==> src/rtl/matmul_pkg.sv <==
// matmul_pkg: shared types and helpers for the streaming matrix multiplier.
//   state_e    - controller states
//   acc_width  - minimum C element width for an NxN product of DATA_W-bit elements
//   N_MIN/MAX  - supported range of the matrix dimension
package matmul_pkg;

    localparam int unsigned N_MIN = 2;
    localparam int unsigned N_MAX = 16;

    typedef enum logic [1:0] {
        StIdle,
        StLoad,
        StCompute,
        StOutput
    } state_e;

    // Each product needs 2*data_w bits; summing n of them adds clog2(n) bits.
    function automatic int unsigned acc_width(input int unsigned n, input int unsigned data_w);
        return 2 * data_w + $clog2(n);
    endfunction

endpackage

==> src/rtl/mac_unit.sv <==
// mac_unit: registered multiply-accumulate, acc <= (clr ? 0 : acc) + a*b when en.
//   clk, rst     - clock, asynchronous active-low reset
//   clr, en      - restart accumulation / accumulate this cycle
//   signed_mode  - 1: a and b are two's complement, 0: unsigned
//   a, b         - DATA_W operands
//   acc          - ACC_W running sum
module mac_unit #(
    parameter int unsigned DATA_W = 8,
    parameter int unsigned ACC_W  = 18
) (
    input  logic              clk,
    input  logic              rst,
    input  logic              clr,
    input  logic              en,
    input  logic              signed_mode,
    input  logic [DATA_W-1:0] a,
    input  logic [DATA_W-1:0] b,
    output logic [ACC_W-1:0]  acc
);

    logic [ACC_W-1:0] a_ext;
    logic [ACC_W-1:0] b_ext;
    logic [ACC_W-1:0] prod;

    // Extend to the full accumulator width up front; a modulo-2^ACC_W product then
    // gives the correct two's-complement result in both modes since the sum fits.
    assign a_ext = {{(ACC_W-DATA_W){signed_mode & a[DATA_W-1]}}, a};
    assign b_ext = {{(ACC_W-DATA_W){signed_mode & b[DATA_W-1]}}, b};
    assign prod  = a_ext * b_ext;

    always_ff @(posedge clk or negedge rst) begin
        if (!rst) begin
            acc <= '0;
        end else if (en) begin
            acc <= (clr ? '0 : acc) + prod;
        end
    end

endmodule

==> src/rtl/matmul_stream.sv <==
// matmul_stream: loads NxN matrices A and B as a valid/ready element stream, computes
// C = A x B with one sequential MAC and streams C row-major with backpressure.
//   clk, rst                       - clock, asynchronous active-low reset
//   mode_signed                    - element signedness, sampled on the first load beat
//   in_valid/in_ready/in_a/in_b/in_last - load stream, A[r][c] and B[r][c] per beat
//   out_valid/out_ready/out_c/out_last  - result stream, out_last on C[N-1][N-1]
//   busy                           - not idle
//   err_len                        - one-cycle pulse on a framing error
module matmul_stream
    import matmul_pkg::*;
#(
    parameter int unsigned N      = 4,
    parameter int unsigned DATA_W = 8,
    parameter int unsigned ACC_W  = acc_width(N, DATA_W)
) (
    input  logic              clk,
    input  logic              rst,
    input  logic              mode_signed,
    input  logic              in_valid,
    output logic              in_ready,
    input  logic [DATA_W-1:0] in_a,
    input  logic [DATA_W-1:0] in_b,
    input  logic              in_last,
    output logic              out_valid,
    input  logic              out_ready,
    output logic [ACC_W-1:0]  out_c,
    output logic              out_last,
    output logic              busy,
    output logic              err_len
);

    localparam int unsigned IdxW = $clog2(N * N);
    localparam int unsigned CntW = $clog2(N);
    localparam int unsigned KW   = $clog2(N + 1);

    localparam logic [IdxW-1:0] LastIdx = IdxW'(N * N - 1);
    localparam logic [CntW-1:0] CntMax  = CntW'(N - 1);
    localparam logic [KW-1:0]   KDone   = KW'(N);

    if (N < N_MIN || N > N_MAX) begin : g_bad_n
        $error("matmul_stream: N out of supported range");
    end

    state_e            state_q;
    logic [IdxW-1:0]   idx_q;
    logic [CntW-1:0]   i_q;
    logic [CntW-1:0]   j_q;
    logic [KW-1:0]     k_q;
    logic              signed_q;

    logic [DATA_W-1:0] a_mem [N*N];
    logic [DATA_W-1:0] b_mem [N*N];

    logic              load_hs;
    logic [CntW-1:0]   k_rd;
    logic [IdxW-1:0]   a_addr;
    logic [IdxW-1:0]   b_addr;
    logic              mac_en;
    logic              mac_clr;
    logic [ACC_W-1:0]  acc;

    // in_ready is only ever high in IDLE/LOAD.
    assign load_hs = in_valid && in_ready;
    assign busy    = (state_q != StIdle);

    always_ff @(posedge clk) begin
        if (load_hs) begin
            a_mem[idx_q] <= in_a;
            b_mem[idx_q] <= in_b;
        end
    end

    // k reaches N on the cycle that registers the result; keep the read address in range.
    assign k_rd    = (k_q < KDone) ? k_q[CntW-1:0] : '0;
    assign a_addr  = IdxW'(i_q) * IdxW'(N) + IdxW'(k_rd);
    assign b_addr  = IdxW'(k_rd) * IdxW'(N) + IdxW'(j_q);
    assign mac_en  = (state_q == StCompute) && (k_q != KDone);
    assign mac_clr = (k_q == '0);

    mac_unit #(
        .DATA_W (DATA_W),
        .ACC_W  (ACC_W)
    ) u_mac (
        .clk         (clk),
        .rst         (rst),
        .clr         (mac_clr),
        .en          (mac_en),
        .signed_mode (signed_q),
        .a           (a_mem[a_addr]),
        .b           (b_mem[b_addr]),
        .acc         (acc)
    );

    always_ff @(posedge clk or negedge rst) begin
        if (!rst) begin
            state_q   <= StIdle;
            idx_q     <= '0;
            i_q       <= '0;
            j_q       <= '0;
            k_q       <= '0;
            signed_q  <= 1'b0;
            in_ready  <= 1'b0;
            out_valid <= 1'b0;
            out_c     <= '0;
            out_last  <= 1'b0;
            err_len   <= 1'b0;
        end else begin
            err_len <= 1'b0;
            unique case (state_q)
                StIdle, StLoad: begin
                    if (load_hs) begin
                        if (state_q == StIdle) begin
                            signed_q <= mode_signed;
                        end
                        if (idx_q == LastIdx) begin
                            // Frame length is authoritative; a missing in_last is only flagged.
                            state_q  <= StCompute;
                            in_ready <= 1'b0;
                            idx_q    <= '0;
                            i_q      <= '0;
                            j_q      <= '0;
                            k_q      <= '0;
                            err_len  <= !in_last;
                        end else if (in_last) begin
                            state_q <= StIdle;
                            idx_q   <= '0;
                            err_len <= 1'b1;
                        end else begin
                            state_q <= StLoad;
                            idx_q   <= idx_q + 1'b1;
                        end
                    end else begin
                        in_ready <= 1'b1;
                    end
                end
                StCompute: begin
                    if (k_q == KDone) begin
                        out_c     <= acc;
                        out_valid <= 1'b1;
                        out_last  <= (i_q == CntMax) && (j_q == CntMax);
                        state_q   <= StOutput;
                    end else begin
                        k_q <= k_q + 1'b1;
                    end
                end
                StOutput: begin
                    if (out_ready) begin
                        out_valid <= 1'b0;
                        out_last  <= 1'b0;
                        k_q       <= '0;
                        if (j_q == CntMax) begin
                            j_q <= '0;
                            if (i_q == CntMax) begin
                                i_q      <= '0;
                                state_q  <= StIdle;
                                in_ready <= 1'b1;
                            end else begin
                                i_q     <= i_q + 1'b1;
                                state_q <= StCompute;
                            end
                        end else begin
                            j_q     <= j_q + 1'b1;
                            state_q <= StCompute;
                        end
                    end
                end
            endcase
        end
    end

endmodule
==> config.mk <==
export PLATFORM = sky130hd
export DESIGN_NAME = matmul_stream
export DESIGN_NICKNAME = d
export VERILOG_FILES = /design/src/rtl/matmul_pkg.sv /design/src/rtl/mac_unit.sv /design/src/rtl/matmul_stream.sv
export SDC_FILE = /design/constraint.sdc
export NUM_CORES = 1
export LEC_CHECK = 0
export CORE_MARGIN = 4
export CORE_UTILIZATION = 48
export DETAILED_ROUTE_END_ITERATION = 12
export GPL_TIMING_DRIVEN = 0
export HOLD_SLACK_MARGIN = 0.1
export SYNTH_ARGS = -nofsm -noshare
export SYNTH_HDL_FRONTEND = slang
export SYNTH_SLANG_ARGS = --single-unit
==> constraint.sdc <==
create_clock -name clk -period 16.5 [get_ports clk]
set_input_delay 4.95 -clock clk [delete_from_list [all_inputs] [get_ports clk]]
set_output_delay 4.95 -clock clk [all_outputs]
set_load 0.005 [all_outputs]
Word-level counts from Yosys, hierarchy flattened
Memory sizes are Yosys's and may differ from the RTL's.
Index checks and enable logic that the tools add are counted.
{"block": "word_totals", "latchBits": 0, "mem_count": 2, "word_cells": 103, "mem_bits_ro": 0, "reg_bits": 54, "ramBits": 256, "input_bits": 22}
{"name": "a_mem", "depth": 16, "width": 8, "rd": 1, "rd_clocked_by_memory_dff": 0, "wr": 1, "line": "matmul_stream.sv:51", "source": "logic [DATA_W-1:0] a_mem [N*N];"}
{"name": "b_mem", "depth": 16, "width": 8, "rd": 1, "rd_clocked_by_memory_dff": 0, "wr": 1, "line": "matmul_stream.sv:52", "source": "logic [DATA_W-1:0] b_mem [N*N];"}
{"block": "op_classes", "n_mux": 43, "multipliers": 1, "shifts": 0, "n_addsub": 7, "div": 0, "n_bitwise": 2, "reduce_logical": 19, "eq_ne": 16, "magnitude_cmp": 1}
{"cell": "$mux 2", "count": 14}
{"cell": "$add 18x18->18", "count": 1}
{"cell": "$mul 9x9->18", "count": 1}
{"cell": "$mux 18", "count": 1}
{"cell": "$mux 1", "count": 15}
{"cell": "$mux 3", "count": 4}
{"cell": "$ne 2x2->1 const B", "count": 6}
{"cell": "$reduce_and 5->1", "count": 2}
{"cell": "$pmux 3 s3", "count": 1}
{"cell": "$reduce_and 3->1", "count": 3}
{"cell": "$add 4x2->4", "count": 2}
{"cell": "$eq 2x2->1 const B", "count": 4}
{"cell": "$mux 4", "count": 2}
{"cell": "$pmux 2 s2", "count": 2}
{"cell": "$reduce_and 4->1", "count": 2}
{"cell": "$ne 3x3->1 const B", "count": 2}
{"cell": "$pmux 1 s2", "count": 3}
{"cell": "$pmux 2 s3", "count": 1}
{"cell": "$reduce_bool 2->1", "count": 3}
{"cell": "$add 2x1->2 const B", "count": 2}
{"cell": "$add 4x1->4 const B", "count": 1}
{"cell": "$eq 4x4->1 const B", "count": 1}
{"cell": "$reduce_and 2->1", "count": 2}
{"cell": "$add 3x1->3 const B", "count": 1}
{"cell": "10 further kinds", "count": 13}

Logic depth before layout (Yosys ltp)
Gate-level depths: netlist of the first run.
An unclocked memory read counts as a cell.
{"block": "logic_depth", "depth_word": 7, "mapped_depth": 26, "depth_no_buf": 23}

Modules after synthesis
A second synthesis of the first run with hierarchy kept.
{"block": "hier_totals", "cells_unflattened": 1189, "area_unflattened_um2": 16448.3}
{"module": "matmul_stream", "seq_area_each_um2": 8588.2, "area_per_inst_um2": 11850.1, "cells_each": 682, "n_inst": 1}
{"module": "mac_unit", "seq_area_each_um2": 450.4, "area_per_inst_um2": 4598.2, "cells_each": 507, "n_inst": 1}

Least setup slack after synthesis of the first run
No wires, ideal clock.
{"block": "synth_path", "kind": "input -> register", "startpoint": "in in_valid", "endpoint": "mem a_mem[3][0] (enable)", "t_arrival_ns": 6.682, "cell_stages": 2, "slack_ns": 9.387, "setup_time_ns": 0.430, "path_buffers": 0, "path_cell_list": "nand2_1 nor4_1"}
{"block": "synth_between", "elab_chain_cells": 3}
{"element": "start: declaration", "line": "matmul_stream.sv:19", "source": "input logic in_valid,"}
{"element": "$logic_and 1x1->1", "line": "matmul_stream.sv:63", "source": "assign load_hs = in_valid && in_ready;"}
{"element": "$mux 1", "line": "matmul_stream.sv:67", "source": "if (load_hs) begin"}
{"element": "$mux 1 (not written as such)", "line": "matmul_stream.sv:68", "source": "a_mem[idx_q] <= in_a;"}
{"element": "end: declaration", "line": "matmul_stream.sv:51"}
Every way passes these cells.

Worst setup path after layout of the first run
{"block": "layout_path", "startpoint": "reg k_q[0]", "endpoint": "reg u_mac.acc[16]"}
{"block": "layout_between", "elab_chain_cells": 7}
{"element": "start: declaration", "line": "matmul_stream.sv:48", "source": "logic [KW-1:0] k_q;"}
{"element": "start signal: assignment", "line": "matmul_stream.sv:143", "source": "k_q <= k_q + 1'b1;"}
{"element": "$lt 3x3->1", "line": "matmul_stream.sv:74", "source": "assign k_rd = (k_q < KDone) ? k_q[CntW-1:0] : '0;"}
{"element": "$mux 2", "line": "matmul_stream.sv:74"}
{"element": "$add 4x2->4, on equally long branches", "line": "matmul_stream.sv:75, matmul_stream.sv:76"}
{"element": "$mem_v2 16x8, on equally long branches"}
{"element": "$and 1x1->1, on equally long branches", "line": "mac_unit.sv:27, mac_unit.sv:28"}
{"element": "$mul 9x9->18", "line": "mac_unit.sv:29", "source": "assign prod = a_ext * b_ext;"}
{"element": "$add 18x18->18", "line": "mac_unit.sv:35", "source": "acc <= (clr ? '0 : acc) + prod;"}
{"element": "end signal: assignment", "line": "mac_unit.sv:35"}
{"element": "end: declaration", "line": "mac_unit.sv:18", "source": "output logic [ACC_W-1:0] acc"}
Several ways; a longest one is shown, not always the timed one.
A chain may end at the register's enable or synchronous reset.

==> flow_metrics.tcl, run 1 <==
set metrics [dict create \
    run_status "completed" \
    rrSetupSlack_ps 9170 \
    worst_path_dominant_cell_family "adder cells" \
    critPathCaptureType "flip-flop" \
    initial_core_util_pct 49.1 \
    critical_path.cell_chain "buf_4, nor2b_2, buf_2, buf_4, buf_2, nand2_1, a31oi_1, nand2_1, fa_1, inv_1, fa_1, fa_1, fa_1, inv_1, fa_1, inv_1, ha_1, nand2_1, a211oi_1, a21oi_1, o31ai_1, xnor2_1, o21ai_0" \
    critPathSlowestCell "a31oi_1" \
    gr-usage-all-layers_pct 20.3 \
    critPathBufInv 7 \
    synth_nets 1385 \
    io_pins 45 \
    holdCritPathClass "reg -> reg" \
    clock_sink_count 310 \
    final_cell_mix "edfxtp_1, nand2_1, inv_1" \
    globalplace.congestion 0.805 \
    asyncSetResetFlopFracSynth_pct 17.4 \
    floorplan.die.width_um 191 \
    gr-usage-met3_pct 3.38 \
    synth-edff-count 256 \
    worstReg2RegEnd "u_mac.acc[16]" \
    ys_types 53 \
    syn_to_final_growth_pct 13.2 \
    timing.hold.worst.start "out_valid" \
    relSlewSlack_pct 11.9 \
    layout_commonest_cell "edfxtp_1" \
    grt_antenna_before_repair 2 \
    area_leader_netlist "edfxtp_1" \
    rr_startpoint "k_q[0]" \
    post-route-period-util_pct 44.4 \
    rsz0062_at_grt "no" \
    worstSetupStartpointType "flip-flop" \
    die_area_sq_um 36600 \
    gr-usage-met1_pct 26.8 \
    post_synth_main_area_contributors "edfxtp_1, fa_1, dfrtp_1" \
    h_tree_lvls 2 \
    synth_top_flop_cell "edfxtp_1" \
    cts.reportedPaths.clkPinSlew_ps 60 \
    synthesis.area_sq_um 16100 \
    n_fill_cell 2766 \
    core_sq_um 32900 \
    min_delay_worst_endpoint "out_valid" \
    postRouteAntennaNets 0 \
    critical-path-max-stage-delay_ps 1040 \
    timing.clock.skew_ps 15.8 \
    wirelength_um 36100 \
    wl_per_cell_um 20.4 \
    tritoncts "done" \
    slew_at_the_pin_closest_to_its_max_slew_limit_ps 1320 \
    gr-usage-met2_pct 34.6 \
    cap_viol_max_count 0 \
    avg_vias_per_cell 5.38 \
    setup.worst_path.class "reg -> reg" \
    chip_height_um 191 \
    drc 0 \
    drt_pass1_iterations 5 \
    yosysTopAreaCellShare_pct 47.6 \
    placedInstanceArea_sq_um 17200 \
    seq_area_frac_synth_pct 56.0 \
    stdcell_area_sq_um 18300 \
    place_ws_ps 9040 \
    report.final.slew_viol_count 0 \
    grt_pass1_vias 9885 \
    grt_start_max_net_pins 29 \
    drive_gt1_share_pct 11.6 \
    syn-mean-instance-area_sq_um 13.2 \
    io_buffers 44 \
    globalRouteOverflowTotal 0 \
    tns_ps 0 \
    globalRoute.busiestLayer "met2" \
    grt_first_pass_wirelength_um 56500 \
    postCtsSetupRepairBufs 0 \
    worstHoldPathCells 2 \
    critPathArrivalTime_ps 7720 \
    layout.nets 1471 \
    critical_path.startpoint "k_q[0]" \
    critical_path.max_fanout 10 \
    worst_ep_required_time_ps 16890 \
    ff_to_ff_path_depth 23 \
    clock_tree.root_cell "clkbuf_16" \
    hold_viol_final 0 \
    cell_occurring_most_often_along_the_worst_timing_path "fa_1" \
    post-route-worst-setup-slack_ps 9170 \
    finalWorstPathRequiredPeriod_ps 7330 \
    synthCells 1223 \
    number_of_setup_violations_in_the_final_report 0 \
    cts_hold_repair.buffers 0 \
    ys_seq_elements 310 \
    clock.fmax_mhz 136 \
    cts-buffers-inserted 35 \
    clock_insertion_delay_worst_skew_ps 530 \
    drt-initial-drc-count 519 \
    fp-row-count 66 \
    cts.repair.resized 0 \
    vias 9541 \
    placed_wire_length_estimate_after_detailed_placement_um 24600 \
    cts-root-to-sink-buffers 3 \
    diodes 0 \
    synth_warnings 0 \
]
## worst max path at each step
stage | endpoint | slack, ps | depth (start not counted)
after floorplan | a_mem[3][0] | 9390 | 2
after global placement | a_mem[3][7] | 6760 | 3
after detailed placement | a_mem[7][0] | 9040 | 4
after CTS | u_mac.acc[16] | 9240 | 23
after global routing | u_mac.acc[16] | 8820 | 23
final | u_mac.acc[16] | 9170 | 23
## worst register-to-register path, stage by stage (launching register included)
cell,delay (ps)
dfrtp_1,350
buf_4,160
nor2b_2,180
buf_2,280
buf_4,250
buf_2,290
nand2_1,100
a31oi_1,1040
nand2_1,220
fa_1,580
inv_1,50
fa_1,550
fa_1,450
fa_1,500
inv_1,50
fa_1,470
inv_1,40
ha_1,360
nand2_1,110
a211oi_1,410
a21oi_1,160
o31ai_1,340
xnor2_1,150
o21ai_0,100
## metal layers
layer | share of wire (%) | up-vias
met5 | 0 | -
met4 | 3.0 | 0
met3 | 4.9 | 72
met2 | 50 | 233
met1 | 43 | 4792
li1 | - | 4444
## kinds of logic after synthesis
family | after synthesis | synth area share (%)
compound gates | 131 | 5.68
buf+inv | 187 | 4.82
mux | 66 | 6.80
simple gates | 366 | 10.7
flops | 310 | 56.0
fa+ha+maj | 140 | 14.7
xor+xnor | 23 | 1.33
## synthesized netlist by cell type (all sizes together), types with 2 or more instances
library cell / instances
a211oi: 23
mux2i: 14
a21o: 2
a22o: 2
and3: 10
mux4: 33
inv: 136
and4: 2
a31oi: 21
o31ai: 5
and2: 75
clkbuf: 19
dfrtp: 54
nand2: 207
nand3: 20
nor3b: 2
nor2: 16
buf: 32
nor4: 4
o211ai: 2
mux2: 19
ha: 58
nor3: 8
xor2: 4
o21bai: 2
a21oi: 19
nand2b: 5
or2: 5
nor2b: 11
edfxtp: 256
xnor2: 18
o21ai: 29
fa: 82
a311oi: 21
## final cells by class
type / count / area [sq um] / area share [%]
Clock inverter: 10 / 114 / 0.623
Timing Repair Buffer: 49 / 505 / 2.77
Multi-Input combinational cell: 726 / 6330 / 34.6
Sequential cell: 310 / 9040 / 49.5
Buffer: 51 / 268 / 1.47
Tap cell: 442 / 553 / 3.03
Inverter: 136 / 510 / 2.79
Clock buffer: 50 / 952 / 5.21
## flip-flops by register name (all words and copies together) (netlist names)
signal and count:
in_ready 1, state_q 2, err_len 1, idx_q 4, out_last 1, i_q 2
a_mem 128, out_valid 1, u_mac.acc 18, k_q 3, j_q 2, signed_q 1
b_mem 128, out_c 18
## metrics by stage
stage	utilization [%]	std cells	hold WS, ps
after floorplan	-	1223	456
after global placement	52.1	1709	466
after detailed placement	52.3	1714	473
after CTS	55.6	1774	489
after global routing	55.6	1774	519
final	55.6	1774	482
Power of run 1 is left out: the tool's default activity adds up to more than one toggle a clock period on the data nets, which glitch-free logic cannot reach.
==> run 2: changes to the inputs <==
==> constraint.sdc (replaced) <==
create_clock -name clk -period 7.7 [get_ports clk]
set_input_delay 2.31 -clock clk [delete_from_list [all_inputs] [get_ports clk]]
set_output_delay 2.31 -clock clk [all_outputs]
set_load 0.005 [all_outputs]
==> results of run 2 <==
Same layout as run 1 (identical final DEF). Status: completed.
Main changes from that run: setup slack after placement 9040 ps -> 466 ps; setup slack after layout 9170 ps -> 366 ps; register-to-register setup slack 9170 ps -> 370 ps
Power of run 2 is left out for the same reason.
==> run 3: changes to the inputs <==
--- a/config.mk
+++ b/config.mk
@@ -10,6 +10,8 @@
 export DETAILED_ROUTE_END_ITERATION = 12
 export GPL_TIMING_DRIVEN = 0
 export HOLD_SLACK_MARGIN = 0.1
+export MAX_ROUTING_LAYER = met4
+export PLACE_DENSITY = 0.67
 export SYNTH_ARGS = -nofsm -noshare
 export SYNTH_HDL_FRONTEND = slang
 export SYNTH_SLANG_ARGS = --single-unit
==> constraint.sdc (replaced) <==
create_clock -name clk -period 6.3 [get_ports clk]
set_input_delay 1.89 -clock clk [delete_from_list [all_inputs] [get_ports clk]]
set_output_delay 1.89 -clock clk [all_outputs]
set_load 0.005 [all_outputs]
==> flow_metrics.tcl, run 3 (synthesis results as in run 1) <==
set metrics [dict create \
    drive_gt1_share_pct 19.1 \
    globalRouteOverflowTotal 0 \
    wirelength_um 37500 \
    chip_height_um 191 \
    fp-row-count 66 \
    cts-buffers-inserted 34 \
    avg_vias_per_cell 5.51 \
    setup.worst_path.class "reg -> reg" \
    clock_tree.root_cell "clkbuf_16" \
    critPathSlowestCell "fa_1" \
    cap_viol_max_count 0 \
    cts.reportedPaths.clkPinSlew_ps 60 \
    io_buffers 44 \
    timing.clock.skew_ps 19.8 \
    relSlewSlack_pct 21.3 \
    cts-root-to-sink-buffers 3 \
    critical_path.max_fanout 10 \
    grt_first_pass_wirelength_um 56300 \
    clock_sink_count 310 \
    ff_to_ff_path_depth 25 \
    grt_pass1_vias 9957 \
    diodes 0 \
    layout.nets 1491 \
    wl_per_cell_um 20.9 \
    number_of_setup_violations_in_the_final_report 0 \
    drc 0 \
    h_tree_lvls 2 \
    gr-usage-all-layers_pct 20.8 \
    critPathArrivalTime_ps 6590 \
    tritoncts "done" \
    grt_antenna_before_repair 1 \
    clock.fmax_mhz 161 \
    syn_to_final_growth_pct 18.7 \
    tns_ps 0 \
    io_pins 45 \
    hold_viol_final 0 \
    worstHoldPathCells 2 \
    place_ws_ps -750 \
    core_sq_um 32900 \
    finalWorstPathRequiredPeriod_ps 6210 \
    floorplan.die.width_um 191 \
    initial_core_util_pct 49.1 \
    post-route-period-util_pct 98.6 \
    postRouteAntennaNets 0 \
    n_fill_cell 2629 \
    cts_hold_repair.buffers 0 \
    post-route-worst-setup-slack_ps 90.3 \
    holdCritPathClass "reg -> reg" \
    grt_start_max_net_pins 31 \
    registers_with_the_most_flip_flops "a_mem: 128 flops, b_mem: 128 flops" \
    critPathCaptureType "flip-flop" \
    globalplace.congestion 0.839 \
    worst_ep_required_time_ps 6680 \
    worstSetupStartpointType "flip-flop" \
    final_cell_mix "edfxtp_1, nand2_1, inv_1" \
    report.final.slew_viol_count 0 \
    critical-path-max-stage-delay_ps 530 \
    clock_insertion_delay_worst_skew_ps 530 \
    layout_commonest_cell "edfxtp_1" \
    placed_wire_length_estimate_after_detailed_placement_um 24200 \
    rsz0062_at_grt "yes" \
    vias 9903 \
    drt_pass1_iterations 5 \
    run_status "completed" \
    drt-initial-drc-count 801 \
    slew_at_the_pin_closest_to_its_max_slew_limit_ps 1180 \
    die_area_sq_um 36600 \
    cell_occurring_most_often_along_the_worst_timing_path "fa_1" \
]
-- run 3: final timing paths --
check	start	slack, ps	to
setup / recovery	k_q[2]	90	u_mac.acc[15]
hold / removal	out_valid	490	out_valid
setup reg to reg	k_q[2]	90	u_mac.acc[15]
hold reg to reg	out_valid	490	out_valid
max in group asynchronous	rst	4350	out_c[16]
min in group asynchronous	rst	1370	out_c[4]
-- run 3: cell type report --
type	instances	area, sq um	area share, %
clock inverter	18	213	1.11
inverter	136	510	2.66
tap	442	553	2.89
multi-input combinational	729	6870	35.9
buffer	51	420	2.19
clock buffer	43	885	4.62
timing repair buffer	67	666	3.47
sequential	310	9040	47.2
-- run 3: metal layers --
layer / wire (um) / vias up / GRT usage (%)
met5: 0 / - / -
met3: 2460 / 64 / 3.87
met1: 15700 / 5020 / 27.0
met2: 18400 / 325 / 34.0
li1: - / 4494 / -
met4: 1000 / 0 / 6.19
-- run 3: repair_timing --
action,in CTS,in global routing
setup buffers,8,11
resized for setup,73,82
endpoints found under the setup margin,9,8
pin swaps,12,25
gates cloned,1,2
-- run 3: worst max-delay path, delay by kind of cell, from the launching register on --
family / cells / cell delay, ps
buf+inv: 7 / 690
flops: 1 / 370
xor+xnor: 1 / 150
compound gates: 8 / 1610
fa+ha+maj: 6 / 2600
simple gates: 3 / 620
-- run 3: stage by stage --
step | instances | utilization, % | hold slack (ps) | area (sq um)
2_1_floorplan | 1223 | - | 456 | 16100
3_3_place_gp | 1709 | 52.1 | 463 | 17100
3_5_place_dp | 1713 | 52.3 | 479 | 17200
4_1_cts | 1783 | 56.8 | 494 | 18700
5_1_grt | 1796 | 58.3 | 518 | 19200
6_report | 1796 | 58.3 | 489 | 19200
Power of run 3 is left out for the same reason.
